### config.mk
export PLATFORM = sky130hd
export DESIGN_NAME = gs_div_seq
export DESIGN_NICKNAME = d
export VERILOG_FILES = /design/src/rtl/gs_div_seq.sv
export SDC_FILE = /design/constraint.sdc
export NUM_CORES = 2
export LEC_CHECK = 0
export ABC_AREA = 1
export BUFFER_PORTS_ARGS = -buffer_cell sky130_fd_sc_hd__buf_4
export CAP_MARGIN = 20
export CORE_ASPECT_RATIO = 1.5
export CORE_MARGIN = 2
export CORE_UTILIZATION = 50
export DETAILED_ROUTE_END_ITERATION = 8
export GPL_ROUTABILITY_DRIVEN = 0
export PLACE_DENSITY_LB_ADDON = 0.12
export SKIP_LAST_GASP = 1
export SYNTH_ARGS = -nofsm -noshare
export SYNTH_HDL_FRONTEND = slang
export SYNTH_SLANG_ARGS = --single-unit
### constraint.sdc
create_clock -name clk -period 11.6 [get_ports clk]
set_input_delay 2.32 -clock clk [delete_from_list [all_inputs] [get_ports clk]]
set_output_delay 2.32 -clock clk [all_outputs]
set_load 0.05 [all_outputs]
### src/rtl/gs_div_seq.sv
`default_nettype none
// gs_div_seq -- iterative Goldschmidt divider, IEEE-754 single precision, start/done handshake.
// Rev 1.0: one factor unit and two multipliers reused over ITERS cycles; special operands bypass the loop.
module gs_div_seq #(
  parameter int ITERS = 6
) (
  input  logic        clk,
  input  logic        rst,
  input  logic        start,
  input  logic [31:0] numerator,
  input  logic [31:0] denominator,
  output logic        busy,
  output logic        done,
  output logic [31:0] out_division,
  output logic        nan,
  output logic        pos_inf,
  output logic        neg_inf,
  output logic        pos_zero,
  output logic        neg_zero
);

  if (ITERS < 1 || ITERS > 8) begin : g_iters_range
    $error("gs_div_seq: ITERS must be in 1..8");
  end

  typedef enum logic [1:0] {
    IDLE     = 2'd0,
    PRESCALE = 2'd1,
    ITER     = 2'd2,
    DONE     = 2'd3
  } state_t;

  localparam logic [3:0]  LAST_ITER = 4'(ITERS - 1);
  localparam logic [31:0] QNAN      = 32'h7FC0_0000;

  // Flag vector order: {nan, pos_inf, neg_inf, pos_zero, neg_zero}
  localparam logic [4:0] FLAG_NAN  = 5'b10000;
  localparam logic [4:0] FLAG_PINF = 5'b01000;
  localparam logic [4:0] FLAG_NINF = 5'b00100;
  localparam logic [4:0] FLAG_PZER = 5'b00010;
  localparam logic [4:0] FLAG_NZER = 5'b00001;

  // Single-precision multiply of normal operands, round-to-nearest-even, exponent modulo 2^8.
  function automatic logic [31:0] float_mult(input logic [31:0] a, input logic [31:0] b);
    logic [47:0] prod;
    logic [7:0]  exp_r;
    logic [22:0] mant;
    logic        guard;
    logic        sticky;
    logic [23:0] mant_rnd;
    prod  = {24'd0, 1'b1, a[22:0]} * {24'd0, 1'b1, b[22:0]};
    exp_r = a[30:23] + b[30:23] - 8'd127;
    if (prod[47]) begin
      mant   = prod[46:24];
      guard  = prod[23];
      sticky = |prod[22:0];
      exp_r  = exp_r + 8'd1;
    end else begin
      mant   = prod[45:23];
      guard  = prod[22];
      sticky = |prod[21:0];
    end
    mant_rnd = {1'b0, mant} + {23'd0, guard & (sticky | mant[0])};
    if (mant_rnd[23]) begin
      exp_r = exp_r + 8'd1;
    end
    return {a[31] ^ b[31], exp_r, mant_rnd[22:0]};
  endfunction

  // Goldschmidt factor f = 2 - d for a positive d near 1 (exponent 126 or 127).
  function automatic logic [31:0] mult_factor(input logic [30:0] d);
    logic [30:0] d_fix;
    logic [30:0] f_fix;
    logic [7:0]  exp_r;
    logic [22:0] mant;
    logic        guard;
    logic        sticky;
    logic [23:0] mant_rnd;
    // Q1.30 fixed point; 2.0 wraps to zero so the subtraction is a plain negate.
    d_fix = (d[30:23] == 8'd127) ? {1'b1, d[22:0], 7'd0} : {1'b0, 1'b1, d[22:0], 6'd0};
    f_fix = 31'd0 - d_fix;
    if (f_fix[30]) begin
      exp_r  = 8'd127;
      mant   = f_fix[29:7];
      guard  = f_fix[6];
      sticky = |f_fix[5:0];
    end else begin
      exp_r  = 8'd126;
      mant   = f_fix[28:6];
      guard  = f_fix[5];
      sticky = |f_fix[4:0];
    end
    mant_rnd = {1'b0, mant} + {23'd0, guard & (sticky | mant[0])};
    if (mant_rnd[23]) begin
      exp_r = exp_r + 8'd1;
    end
    return {1'b0, exp_r, mant_rnd[22:0]};
  endfunction

  state_t      state_q, state_d;
  logic [30:0] num_q, num_d;
  logic [30:0] den_q, den_d;
  logic        sign_q, sign_d;
  logic [31:0] d_q, d_d;
  logic [31:0] n_q, n_d;
  logic [3:0]  cnt_q, cnt_d;
  logic [31:0] out_q, out_d;
  logic [4:0]  flags_q, flags_d;
  logic        busy_q, busy_d;
  logic        done_q, done_d;

  logic        w_sign;
  logic        w_num_nan, w_num_inf, w_num_zero;
  logic        w_den_nan, w_den_inf, w_den_zero;
  logic        w_special;
  logic [31:0] w_special_out;
  logic [4:0]  w_special_flags;
  logic [31:0] w_f;
  logic [31:0] w_d_next;
  logic [31:0] w_n_next;

  always_comb begin
    w_sign     = numerator[31] ^ denominator[31];
    w_num_nan  = (&numerator[30:23]) & (|numerator[22:0]);
    w_num_inf  = (&numerator[30:23]) & ~(|numerator[22:0]);
    w_num_zero = ~(|numerator[30:0]);
    w_den_nan  = (&denominator[30:23]) & (|denominator[22:0]);
    w_den_inf  = (&denominator[30:23]) & ~(|denominator[22:0]);
    w_den_zero = ~(|denominator[30:0]);

    w_special       = 1'b1;
    w_special_out   = QNAN;
    w_special_flags = FLAG_NAN;
    if (w_num_nan | w_den_nan | (w_num_zero & w_den_zero) | (w_num_inf & w_den_inf)) begin
      w_special_out   = QNAN;
      w_special_flags = FLAG_NAN;
    end else if (w_num_zero | (~w_num_inf & w_den_inf)) begin
      w_special_out   = {w_sign, 31'd0};
      w_special_flags = w_sign ? FLAG_NZER : FLAG_PZER;
    end else if (w_num_inf | w_den_zero) begin
      w_special_out   = {w_sign, 8'hFF, 23'd0};
      w_special_flags = w_sign ? FLAG_NINF : FLAG_PINF;
    end else begin
      w_special = 1'b0;
    end
  end

  // Shared datapath: all three results come from the same pre-edge d_q and n_q.
  always_comb begin
    w_f      = mult_factor(d_q[30:0]);
    w_d_next = float_mult(w_f, d_q);
    w_n_next = float_mult(w_f, n_q);
  end

  always_comb begin
    state_d = state_q;
    num_d   = num_q;
    den_d   = den_q;
    sign_d  = sign_q;
    d_d     = d_q;
    n_d     = n_q;
    cnt_d   = cnt_q;
    out_d   = out_q;
    flags_d = flags_q;
    done_d  = 1'b0;

    case (state_q)
      IDLE: begin
        if (start) begin
          num_d  = numerator[30:0];
          den_d  = denominator[30:0];
          sign_d = w_sign;
          if (w_special) begin
            out_d   = w_special_out;
            flags_d = w_special_flags;
            state_d = DONE;
          end else begin
            state_d = PRESCALE;
          end
        end
      end
      PRESCALE: begin
        // Divisor mantissa mapped into [0.5,1); the numerator absorbs the exponent shift.
        d_d     = {1'b0, 8'd126, den_q[22:0]};
        n_d     = {1'b0, num_q[30:23] + (8'd126 - den_q[30:23]), num_q[22:0]};
        cnt_d   = 4'd0;
        state_d = ITER;
      end
      ITER: begin
        d_d   = w_d_next;
        n_d   = w_n_next;
        cnt_d = cnt_q + 4'd1;
        if (cnt_q == LAST_ITER) begin
          out_d   = {sign_q, w_n_next[30:0]};
          flags_d = 5'd0;
          state_d = DONE;
        end
      end
      DONE: begin
        done_d  = 1'b1;
        state_d = IDLE;
      end
      default: state_d = IDLE;
    endcase

    busy_d = (state_d != IDLE);
  end

  always_ff @(posedge clk) begin
    if (rst) begin
      state_q <= IDLE;
      num_q   <= 31'd0;
      den_q   <= 31'd0;
      sign_q  <= 1'b0;
      d_q     <= 32'd0;
      n_q     <= 32'd0;
      cnt_q   <= 4'd0;
      out_q   <= 32'd0;
      flags_q <= 5'd0;
      busy_q  <= 1'b0;
      done_q  <= 1'b0;
    end else begin
      state_q <= state_d;
      num_q   <= num_d;
      den_q   <= den_d;
      sign_q  <= sign_d;
      d_q     <= d_d;
      n_q     <= n_d;
      cnt_q   <= cnt_d;
      out_q   <= out_d;
      flags_q <= flags_d;
      busy_q  <= busy_d;
      done_q  <= done_d;
    end
  end

  assign busy         = busy_q;
  assign done         = done_q;
  assign out_division = out_q;
  assign nan          = flags_q[4];
  assign pos_inf      = flags_q[3];
  assign neg_inf      = flags_q[2];
  assign pos_zero     = flags_q[1];
  assign neg_zero     = flags_q[0];

endmodule
`default_nettype wire
==> impl.org <==
** Run status
- Status :: finished, final reports clean

** Synth
- The share of the synthesized area in compound gates (AO/OA/AOI/OAI) is 0.0541.
- Of the post-synthesis cell area, the dominant cell type holds 0.362.
- After synthesis, the netlist uses 62 different library cells.
- Most instantiated flip-flop cell in the synthesis netlist :: dfxtp_1
- The largest total area in the synthesized netlist belongs to fa_1.
- Of the total synthesized cell area, the portion taken by XOR and XNOR cells is 0.0105.
- Top cells by count, synth :: 1784 x inv_1, 1764 x nand2_1, 1027 x nor2_1
- Yosys mapped a number of flops with a built-in enable equal to 0.
- Cell Area, Synth :: 53500 µm²
- Number of warnings printed during yosys synthesis :: 0
- Main combinational cell family by area after synthesis :: adder cells
- By instance count, the leading cell after synthesis is inv_1.
- Share of synthesized area spent on multiplexers :: 0
- Mapped Cells :: about 7700
- Adder and majority cell fraction of the synthesized area :: 0.455
- The number of nets in the synthesized netlist is between 9000 and 10000.
- Post-synthesis average cell area :: roughly 7 µm²
- Share of async-settable or async-resettable flops after synthesis :: 0
- Of the total synthesized cell area, the portion taken by AND, OR, NAND and NOR gates is 0.265.
- Sequential area share after synthesis :: 0.0636
- Flops & latches, synth :: 170
- Biggest area contributors in the synthesized netlist :: fa_1 36%, inv_1 13%, nand2_1 12%

** Drt
- Count of antenna-violating nets left after detailed routing :: 0
- DR DRC count :: 0
- Routed wire length per instance :: 22.2 µm
- After detailed routing, the number of vias per cell comes to approximately 5.5.
- Initial DRT Pass Iterations :: 8
- Detailed-route via count :: 50300
- The routed design has slightly above 200000 µm of wire.
- The first routing iteration left ~3800 violations.

** Final layout
- Relative to the synthesized area, the layout overhead comes to 7.38%.
- NumNets Final :: slightly above 9000
- In the final layout, the share of cells above drive strength 1 is 0.0705.
- Register Area :: 3400 µm²
- Fill cells in the final layout number approximately 11000.
- Multi-input logic area :: approximately 42000 µm²

** Global route
- The number of antenna violations at the first check in global routing is 2.
- First-pass GRT wire length :: between 300000 and 400000 µm
- The number of global-route vias before repair was about 52000.
- Pin count of the biggest net entering global routing :: roughly 110
- GRT Total Usage :: 0.371
- The total overflow left after global routing is 0.

** Hold path
- Hold depth :: 2
- Type of the tightest min-delay check :: reg2reg

** STA
- Based on the critical path, the design can be clocked at up to 0.0904 GHz.
- The total count of hold-check failures in the final report was 0.
- Headroom to the max-slew limit came out at 0.227.
- Setup repair after global routing missed its margin :: true
- Final worst-path cycle share :: 0.954
- Across the routed clock network, the largest skew measured is around 0.010 ns.
- Actual slew at the worst max-slew pin :: approximately 1.2 ns
- Min Clock Period, post-route :: roughly 11 ns
- Final Setup Violations :: 0
- Final Max Tran Viols :: 0
- For the final routed database, the setup TNS stands at 0 ns.

** Run
- Max-cap violations in this run came to 0.

** Critical path
- Slowest cell on crit path :: fa_1
- Maximum cell stage delay along the critical path :: 0.58 ns
- STA classifies the critical path endpoint as a flop.
- Crit path DAT :: roughly 11 ns
- Critical setup path kind :: reg2reg
- In this run the register-to-register setup slack is about 0.53 ns.
- STA classifies the critical path startpoint as a flop.
- The cell that appears most often on the critical path is nand2_1.
- Crit-path max FO :: 39
- Count of cells along the worst register-to-register path :: 55
- CP Data Required Time :: between 10 and 15 ns

** CTS
- No sink is reached through more buffers than the 2 on the longest clock path.
- CTS placed an instance of clkbuf_16 at the clock tree root.
- TritonCTS clock tree :: done
- Inserted Clock Buffers :: 17
- After clock tree synthesis, the clock-pin slew on the worst setup and hold paths is around 0.070 ns.
- For the worst-skew pair, the clock arrives at the later sink with an insertion delay of 0.46 ns.
- The clock net in this run drives a total of 170 sinks.
- In this run the number of H-tree levels came out at 4.
- Post-CTS Hold Buffers :: 0

** Die
- Width of the die :: 271 µm
- After floorplanning, the core was divided into between 100 and 150 placement rows.
- Initial Util :: 0.502
- The core region is 107000 µm².
- Pin placement for this block handled 106 I/O pins.
- Die outline area :: roughly 110000 µm²
- The floorplan step set the die height to roughly 400 µm.

** Placed design
- The count of buffers added on input and output ports is approximately 110.
- Detailed-placement wirelength estimate :: roughly 170000 µm
-- logic make-up (layout without fill, tap and decap cells) --
group,Yosys count,in the layout
AND/OR/NAND/NOR,3429,3431
buffers and inverters,2098,2153
other,1,3
flip-flops,170,170
adder cells (fa/ha/maj),1365,1365
AO/OA/AOI/OAI,533,533
XOR/XNOR,64,64
-- through the flow --
stage          setup WS (ns)  utilization  hold slack [ns]  instances  area, µm²
6_report               0.534        0.539            0.461       9134      57500
5_1_grt              -0.0859        0.539            0.484       9133      57500
4_1_cts               0.0340        0.533            0.461       9118      56900
3_5_place_dp         0.00396        0.528            0.452       9086      56300
3_3_place_gp          0.0728        0.527            0.443       9085      56300
2_1_floorplan           1.57            -            0.429       7660      53500
-- final timing paths --
kind	from	to
max reg2reg	d_q[24]	n_q[16]
max	d_q[24]	n_q[16]
min	den_q[18]	den_q[18]
min reg2reg	den_q[18]	den_q[18]
-- registers in the layout, indices dropped and copies added, names as in the netlist --
signal and cells:
sign_q 1, out_division 32, busy 1, cnt_q 4, done 1, n_q 31
state_q 2, d_q 31, flags_q 5, num_q 31, den_q 31
-- placed cells by master, fill, tap and decap left out, types with 170 or more instances in the layout --
| master | instances |
|---|---|
| buf_4 | 280 |
| ha_1 | 390 |
| fa_1 | 967 |
| inv_1 | 1783 |
| dfxtp_1 | 170 |
| nand3_1 | 400 |
| nor2_1 | 1001 |
| nand2_1 | 1749 |
| a21oi_1 | 245 |
| o21ai_0 | 182 |
-- final cells by class --
| class | count | area share |
|---|---|---|
| sequential | 170 | 0.0592 |
| timing repair buffer | 310 | 0.0445 |
| clock inverter | 12 | 0.00268 |
| inverter | 1811 | 0.119 |
| multi-input combinational | 5394 | 0.736 |
| tap | 1415 | 0.0308 |
| antenna | 2 | 0.0000871 |
| clock buffer | 20 | 0.00777 |
-- repair_timing --
action	CTS	global route
buffers inserted	0	11
setup endpoints to repair	3	86
gates resized for setup	4	118
pin swaps	0	9
gates cloned	0	3
-- routing by layer --
| metal | vias up | GRT usage | wire length, µm |
|---|---|---|---|
| met5 | - | 0 | 0 |
| met4 | 0 | 0.314 | 22600 |
| met3 | 927 | 0.0505 | 13600 |
| met2 | 2374 | 0.652 | 98300 |
| met1 | 24300 | 0.393 | 68300 |
| li1 | 22700 | - | - |
-- worst max-delay path: cells and delay by family (launching register included) --
kind | cells | cell delay [ns]
compound gates | 1 | 0.17
buf+inv | 11 | 1.13
fa+ha+maj | 9 | 4.14
simple gates | 34 | 5.11
flops | 1 | 0.36
Power is left out: the tool's default activity adds up to more than one toggle a clock period on the data nets, which glitch-free logic cannot reach.
